--- src/rtl/warp_issue_scheduler.sv ---
// Round-robin issue scheduler: picks one eligible warp per cycle, pops its FIFO
// and registers the instruction into a valid/ready output stage.
module warp_issue_scheduler #(
    parameter int NUM_WARPS  = 4,
    parameter int DATA_WIDTH = 32,
    parameter int WID_W      = $clog2(NUM_WARPS)
) (
    input  logic                            clk,
    input  logic                            rst_n,
    input  logic                            enable,
    input  logic                            flush,
    input  logic [NUM_WARPS-1:0]            fifo_valid,
    input  logic [NUM_WARPS*DATA_WIDTH-1:0] fifo_data,
    output logic [NUM_WARPS-1:0]            fifo_pop,
    input  logic [NUM_WARPS-1:0]            warp_stall,
    output logic                            issue_valid,
    input  logic                            issue_ready,
    output logic [DATA_WIDTH-1:0]           issue_instr,
    output logic [WID_W-1:0]                issue_warp_id,
    output logic [31:0]                     issue_count,
    output logic                            idle
);

    localparam logic [WID_W:0]   NUM_W_EXT = (WID_W+1)'(NUM_WARPS);
    localparam logic [WID_W-1:0] LAST_WID  = WID_W'(NUM_WARPS - 1);

    // Returns {found, warp_id} of the first eligible warp scanning from ptr upwards with wrap.
    function automatic logic [WID_W:0] rr_pick(input logic [NUM_WARPS-1:0] elig,
                                               input logic [WID_W-1:0]     ptr);
        logic [WID_W:0] idx;
        logic [WID_W:0] pick;
        pick = '0;
        for (int i = 0; i < NUM_WARPS; i++) begin
            idx = {1'b0, ptr} + (WID_W+1)'(i);
            if (idx >= NUM_W_EXT) begin
                idx = idx - NUM_W_EXT;
            end else begin
                idx = idx;
            end
            if (!pick[WID_W] && elig[idx[WID_W-1:0]]) begin
                pick = {1'b1, idx[WID_W-1:0]};
            end else begin
                pick = pick;
            end
        end
        return pick;
    endfunction

    logic [DATA_WIDTH-1:0] head_data_s [NUM_WARPS];
    logic [NUM_WARPS-1:0]  eligible_s;
    logic                  accept_s;
    logic                  load_en_s;
    logic                  do_load_s;
    logic [WID_W:0]        pick_s;
    logic [WID_W-1:0]      grant_s;
    logic [WID_W-1:0]      next_ptr_s;

    logic                  issue_valid_r;
    logic [DATA_WIDTH-1:0] issue_instr_r;
    logic [WID_W-1:0]      issue_warp_id_r;
    logic [31:0]           issue_count_r;
    logic [WID_W-1:0]      rr_ptr_r;

    for (genvar w = 0; w < NUM_WARPS; w++) begin : g_head
        assign head_data_s[w] = fifo_data[w*DATA_WIDTH +: DATA_WIDTH];
    end

    // Eligibility, handshake and round-robin grant selection.
    always_comb begin
        eligible_s = fifo_valid & ~warp_stall;
        accept_s   = issue_valid_r & issue_ready;
        load_en_s  = enable & ~flush & (~issue_valid_r | issue_ready);
        pick_s     = rr_pick(eligible_s, rr_ptr_r);
        grant_s    = pick_s[WID_W-1:0];
        // rst_n gating keeps pops quiet while the block is held in reset.
        do_load_s  = load_en_s & pick_s[WID_W] & rst_n;
        if (grant_s == LAST_WID) begin
            next_ptr_s = '0;
        end else begin
            next_ptr_s = grant_s + WID_W'(1);
        end
    end

    // One-hot pop strobe for the granted warp.
    always_comb begin
        fifo_pop = '0;
        if (do_load_s) begin
            fifo_pop[grant_s] = 1'b1;
        end else begin
            fifo_pop = '0;
        end
    end

    // Output stage, round-robin pointer and accepted-issue counter.
    always_ff @(posedge clk or negedge rst_n) begin
        if (!rst_n) begin
            issue_valid_r   <= 1'b0;
            issue_instr_r   <= '0;
            issue_warp_id_r <= '0;
            issue_count_r   <= 32'd0;
            rr_ptr_r        <= '0;
        end else begin
            if (do_load_s) begin
                issue_valid_r   <= 1'b1;
                issue_instr_r   <= head_data_s[grant_s];
                issue_warp_id_r <= grant_s;
                rr_ptr_r        <= next_ptr_s;
            end else if (accept_s || flush) begin
                issue_valid_r   <= 1'b0;
            end else begin
                issue_valid_r   <= issue_valid_r;
            end
            // A handshake completing alongside a flush still counts.
            if (accept_s) begin
                issue_count_r <= issue_count_r + 32'd1;
            end else begin
                issue_count_r <= issue_count_r;
            end
        end
    end

    assign issue_valid   = issue_valid_r;
    assign issue_instr   = issue_instr_r;
    assign issue_warp_id = issue_warp_id_r;
    assign issue_count   = issue_count_r;
    assign idle          = ~issue_valid_r & (fifo_valid == '0);

endmodule

--- config.mk ---
export PLATFORM = sky130hd
export DESIGN_NAME = warp_issue_scheduler
export DESIGN_NICKNAME = d
export VERILOG_FILES = /design/src/rtl/warp_issue_scheduler.sv
export SDC_FILE = /design/constraint.sdc
export NUM_CORES = 1
export LEC_CHECK = 0
export ABC_AREA = 1
export CAP_MARGIN = 20
export CORE_MARGIN = 10
export CORE_UTILIZATION = 43
export DETAILED_ROUTE_END_ITERATION = 7
export PLACE_DENSITY = 0.83
export RECOVER_POWER = 100
export SLEW_MARGIN = 0
export SYNTH_ARGS = -nofsm -noshare
export SYNTH_HDL_FRONTEND = slang
export SYNTH_SLANG_ARGS = --single-unit
--- constraint.sdc ---
create_clock -name clk -period 2.3 [get_ports clk]
set_input_delay 0.23 -clock clk [delete_from_list [all_inputs] [get_ports clk]]
set_output_delay 0.23 -clock clk [all_outputs]
set_load 0.03 [all_outputs]
==> impl_metrics.json <==
{
  "synth-edff-count": 0,
  "cp_top_family": "simple AND/OR/NAND/NOR gates",
  "p_comb_share_pct": 63.1,
  "grt_pass1_vias": 5240,
  "cellPowerDensity_mw_per_mm2": 1090,
  "start_util_pct": 43.6,
  "required_ns": 2.07,
  "synth.cell_area_mm2": 0.00469,
  "yosysWarnings": 0,
  "synth_cell_types": 29,
  "final_layout_size_suffix_gt1_share_pct": 14.8,
  "clockBufferDepth": 2,
  "antenna_left": 0,
  "clk_latency_ns": 0.34,
  "power.share.sequential_pct": 22.1,
  "firstDrtPassIters": 5,
  "reg2regPathDepth": 10,
  "via_per_inst": 5.21,
  "timing.hold.worst_path_depth": 6,
  "area.growth.synth_to_final_pct": 57.8,
  "insertedDiodeCount": 0,
  "final.setup.worst_slack_ns": -0.0107,
  "tightestPinTransition_ns": 1.69,
  "worstSetupPathDepth": 13,
  "wirelength_mm": 17.0,
  "p_leak_nw": 3.65,
  "clk_pin_slew_ns": 0.08,
  "vias": 5211,
  "skew_ns": 0.00942,
  "port_buffers": 212,
  "fmax_mhz": 433,
  "die_w_um": 124,
  "placedCellCount": 974,
  "grt_max_degree": 70,
  "min_period_over_period_pct": 100,
  "drv_cap": 1,
  "wl_per_cell_um": 17.0,
  "period_needed_ns": 2.31,
  "setup_viol": 2,
  "clock-sinks": 69,
  "cp_common_cell": "nand2_4",
  "finalNonFillerCells": 1001,
  "die_area_mm2": 0.0155,
  "crit_type": "reg2out",
  "grt-ovfl-total": 0,
  "num_rows": 38,
  "async_flop_share_pct": 100,
  "die_h_um": 124,
  "timing.setup.tns_ns": -0.0147,
  "place_congestion": 0.910,
  "synth_seq_cells": 69,
  "crit_fanout": 8,
  "cts_made_buffers": 9,
  "p_int_mw": 4.14,
  "seq_area_frac_synth_pct": 36.8,
  "cts_root_buf": "clkbuf_8",
  "final_nets": 998,
  "p_switching_mw": 3.93,
  "first_iter_violations": 346,
  "syn-num-nets": 781,
  "core-area_mm2": 0.0107,
  "cp_slowest_cell": "dfrtp_2",
  "syn_inst": 639,
  "hp-class": "in2reg",
  "status": "complete, but fails checks",
  "avgSynthCellArea_um2": 7.34,
  "antenna_found_initial": 0,
  "max-slew-margin-rel_pct": -12.9,
  "clockPowerShare_pct": 14.8,
  "finalHoldViolations": 0,
  "drc": 0,
  "swShare_pct": 48.7,
  "crit_chain": "inv_8, nand2_2, nand2_4, nand3_2, nand2_4, nand2_4, nand2_4, nand2_4, nand2_8, nor2_2, nand2_2, inv_1, buf_4",
  "violations": "capacitance limit, slew limit, setup timing",
  "cts_hold_buf": 0,
  "cp.buffers_inverters": 3,
  "slew_viol_final": 70,
  "arrival_ns": 2.08,
  "grt_pass1_wl_mm": 26.4,
  "io-pin-count": 213,
  "irDropWorstVdd_mv": 0.874,
  "slowest_delay_ns": 0.54,
  "critPathCaptureType": "output port",
  "rsz0062_at_grt": "true",
  "cts_tree": "built",
  "grt_usage_pct": 20.5,
  "synth_ff_type": "dfrtp_1",
  "cts_max_level": 3,
  "critPathLaunchType": "flip-flop",
  "hpwl_mm": 13.0
}
## sequential cells by signal (all words and copies together) (netlist names)
| register | cells |
|---|---|
| issue_warp_id | 2 |
| issue_valid | 1 |
| issue_instr | 32 |
| rr_ptr_r | 2 |
| issue_count | 32 |
## cells in the final DEF, fill, tap and decap left out, drive strengths merged, types with 2 or more instances in the layout
master         count
nor3              14
dfrtp             69
nand2            260
bufinv             3
nand3            151
clkdlybuf4s50    140
buf               27
a21oi              2
clkbuf            17
xnor2              8
nand4             11
o21ai              2
nor4               3
nor2              24
clkinv             2
xor2              23
dlygate4sd3       67
inv               35
## path summary, 6_finish.rpt
path,start,endpoint,slack [ns]
max in group asynchronous,rst_n,rr_ptr_r[1],0.67
setup reg to reg,rr_ptr_r[0],issue_instr[25],0.08
hold / removal,rst_n,issue_warp_id[0],0.43
setup / recovery,rr_ptr_r[0],fifo_pop[2],-0.01
min in group asynchronous,rst_n,issue_count[1],0.48
hold reg to reg,issue_count[31],issue_count[31],0.46
## worst register-to-register path: stages (launching register included)
cell and delay, ns:
dfrtp_2 0.54, inv_8 0.11, nand3_4 0.10, nand2_4 0.08, nor2_4 0.18, nand4_1 0.20
nand3_4 0.17, nand2_2 0.10, inv_2 0.42, nand2_1 0.16, nand3_1 0.10
## synth_stat cells, drive strengths merged, types with 3 or more instances
library cell	n	area, um^2
nor2	24	110
nand3	151	941
xnor2	8	70.1
inv	35	139
xor2	23	201
nor4	3	18.8
nand2	260	1020
nor3	14	75.1
dfrtp	69	1730
nand4	11	83.8
buf	35	258
## stage by stage
stage / hold WS (ns) / power (mW) / setup WS (ns) / utilization [%] / instance area, um^2
final: 0.433 / 8.07 / -0.0107 / 68.9 / 7400
after global routing: 0.481 / 8.66 / -0.122 / 68.9 / 7400
after CTS: 0.126 / 7.81 / 0.000381 / 66.6 / 7160
after detailed placement: 0.462 / 6.55 / -0.0134 / 64.2 / 6900
after global placement: 0.455 / 6.48 / 0.0901 / 64.2 / 6900
after floorplan: -0.0656 / 5.11 / 0.285 / - / 4690
## power groups by stage
stage | clock network (mW) | registers, mW | logic [mW]
floorplan | 0 | 2.28 | 2.83
global placement | 0 | 1.78 | 4.71
detailed placement | 0 | 1.79 | 4.76
CTS | 1.21 | 1.78 | 4.82
global route | 1.27 | 1.83 | 5.56
finish | 1.19 | 1.78 | 5.10
## cell type report
cell class,count,area (um^2)
fillers,873,3350
multi-input cells,500,2740
repair buffers,241,2370
flip-flops and latches,69,1730
well taps,140,175
inverters,35,146
clock buffers,10,128
clock inverters,6,111
## cells by family after synthesis
kind of cell             Yosys count  share of synthesized area [%]
XOR/XNOR                          31                           5.79
AND/OR/NAND/NOR                  463                           48.0
adder cells (fa/ha/maj)            1                          0.267
buffers and inverters             70                           8.46
AO/OA/AOI/OAI                      5                          0.667
flip-flops                        69                           36.8
## repair_timing
| action | 4_1_cts | 5_1_grt |
|---|---|---|
| pin swaps | 0 | 9 |
| setup buffers | 1 | 10 |
| endpoints found under the setup margin | 4 | 33 |
| gates resized for setup | 6 | 46 |
## metal layers
layer  share of wire, %  vias to the layer above  GRT usage [%]
met2                 51                      264           35.4
met3                 10                       23           8.94
met4                1.6                        0           7.06
met1                 37                     2415           21.7
li1                   -                     2509              -
met5                  0                        -              0
No activity file was read; power rests on OpenSTA's default activity.
==> RTL change (same flow settings) <==
The parameter `NUM_WARPS` goes from 4 to 8.
--- a/src/rtl/warp_issue_scheduler.sv
+++ b/src/rtl/warp_issue_scheduler.sv
@@ -1,7 +1,7 @@
 // Round-robin issue scheduler: picks one eligible warp per cycle, pops its FIFO
 // and registers the instruction into a valid/ready output stage.
 module warp_issue_scheduler #(
-    parameter int NUM_WARPS  = 4,
+    parameter int NUM_WARPS  = 8,
     parameter int DATA_WIDTH = 32,
     parameter int WID_W      = $clog2(NUM_WARPS)
 ) (
Interface: changed (5 resized); port bits go from 213 to 354. No check against the original RTL was run, so the function may have changed too.
==> RTL change against the unedited design <==
The run ends with negative setup slack left. Wire length up 93%. Register-to-register slack got worse by 0.74 ns. Setup slack lost 0.76 ns. Sequential share of layout area down 9.1 points. Count of clock-buffer cells in the layout did not move. First-iteration DRC count up 96%. Synthesized area up 49%. Critical path depth rose by 3. Sequential cell count up 2. Design area rose by 69%. Clock skew is 0.0015 ns lower.
Power is not shown: default switching activity piles up to over one toggle a cycle in this logic, so the estimate is an artifact.
==> RTL change: results <==
group,metric,value,unit
route,wirelength,32900,µm
worst_setup_path,worstReg2RegEnd,"issue_instr[1]$_DFFE_PN0P_",
outcome,status,"finished, violations left",
synth,synth_cell_types,38,
timing,setup_viol,46,
grt,grt_pass1_wl,50380,µm
finish,fillers,1213,
synth,synth_nets,1466,
finish,final_nets,1893,
outcome,violations,"negative setup slack",
placed_design,port_buffers,353,
timing,tns,-26.93,ns
clocking,cts_root_buffer,"clkbuf_16",
hold_path,min-delay-start,"issue_count[31]$_DFFE_PN0P_",
timing,layout_setup_ws,-0.7695,ns
route,vias,9377,
synth,synthTopCellsByCount,"480 x nand2_1, 243 x nand3_1, 146 x inv_1, 71 x dfrtp_1, 43 x buf_2",
synth,yosys.area_share.adder,0.005388,
finish,layout-drive-gt1-share,0.1577,
synth,synth_area_leaders,"nand2_1 26%, dfrtp_1 26%, nand3_1 17%",
worst_setup_path,regToRegSetupSlack,-0.66,ns
grt,grt_max_degree,41,
hold_path,hold-path-endpoint,"issue_count[31]$_DFFE_PN0P_",
hold_path,hold_depth,1,
placed_design,post-dp-hpwl,24960,µm
## RTL change: cell count changes after synthesis, sizes merged, moves of 16 or more
cell,before,now
nor2,24,40
nand2,260,484
inv,35,155
nand3b,0,32
nand3,151,252
buf,35,64
## RTL change: through the flow
stage                     instances  instance area (µm²)  hold WS, ns
after global routing           1837                12490       0.5108
after CTS                      1829                12310       0.4738
after detailed placement       1787                11470       0.3426
after global placement         1787                11470       0.3453
after floorplan                1186                 7131     -0.06559
final                          1837                12490       0.4648
## RTL change: logic make-up after synthesis
| kind of cell | after synthesis |
|---|---|
| AND/OR/NAND/NOR | 841 |
| buffers and inverters | 226 |
| flip-flops | 71 |
| XOR/XNOR | 31 |
| AO/OA/AOI/OAI | 14 |
| adder cells (fa/ha/maj) | 3 |
## RTL change: layer usage
| layer | track usage | share of wire | vias to the layer above |
|---|---|---|---|
| met5 | 0 | 0.00021 | - |
| met1 | 0.3343 | 0.37 | 4265 |
| met3 | 0.08139 | 0.094 | 69 |
| met2 | 0.4833 | 0.50 | 458 |
| met4 | 0.1165 | 0.035 | 2 |
| li1 | - | - | 4583 |
## RTL change: what timing repair did
item                                   4_1_cts  5_1_grt
cloned                                       5        0
setup endpoints to repair                   46       53
hold buffers                                 1        0
endpoints found under the hold margin       31        0
pin swaps                                   26       21
gates resized for setup                     62       37
setup buffers                               25        5
## RTL change: worst max path at each step
| stage | endpoint | cells after the start |
|---|---|---|
| detailed placement | fifo_pop[2] | 17 |
| global placement | fifo_pop[6] | 16 |
| global route | fifo_pop[2] | 17 |
| finish | fifo_pop[4] | 16 |
| CTS | fifo_pop[1] | 18 |
| floorplan | fifo_pop[4] | 20 |
## RTL change: area by class of cell
class                           count  area share
Inverter                          155     0.04858
Multi-Input combinational cell    889      0.3715
Sequential cell                    71      0.1426
Clock inverter                      5    0.002704
Tap cell                          216     0.02163
Clock buffer                       10     0.01913
Antenna cell                        4   0.0008013
Timing Repair Buffer              487      0.3930
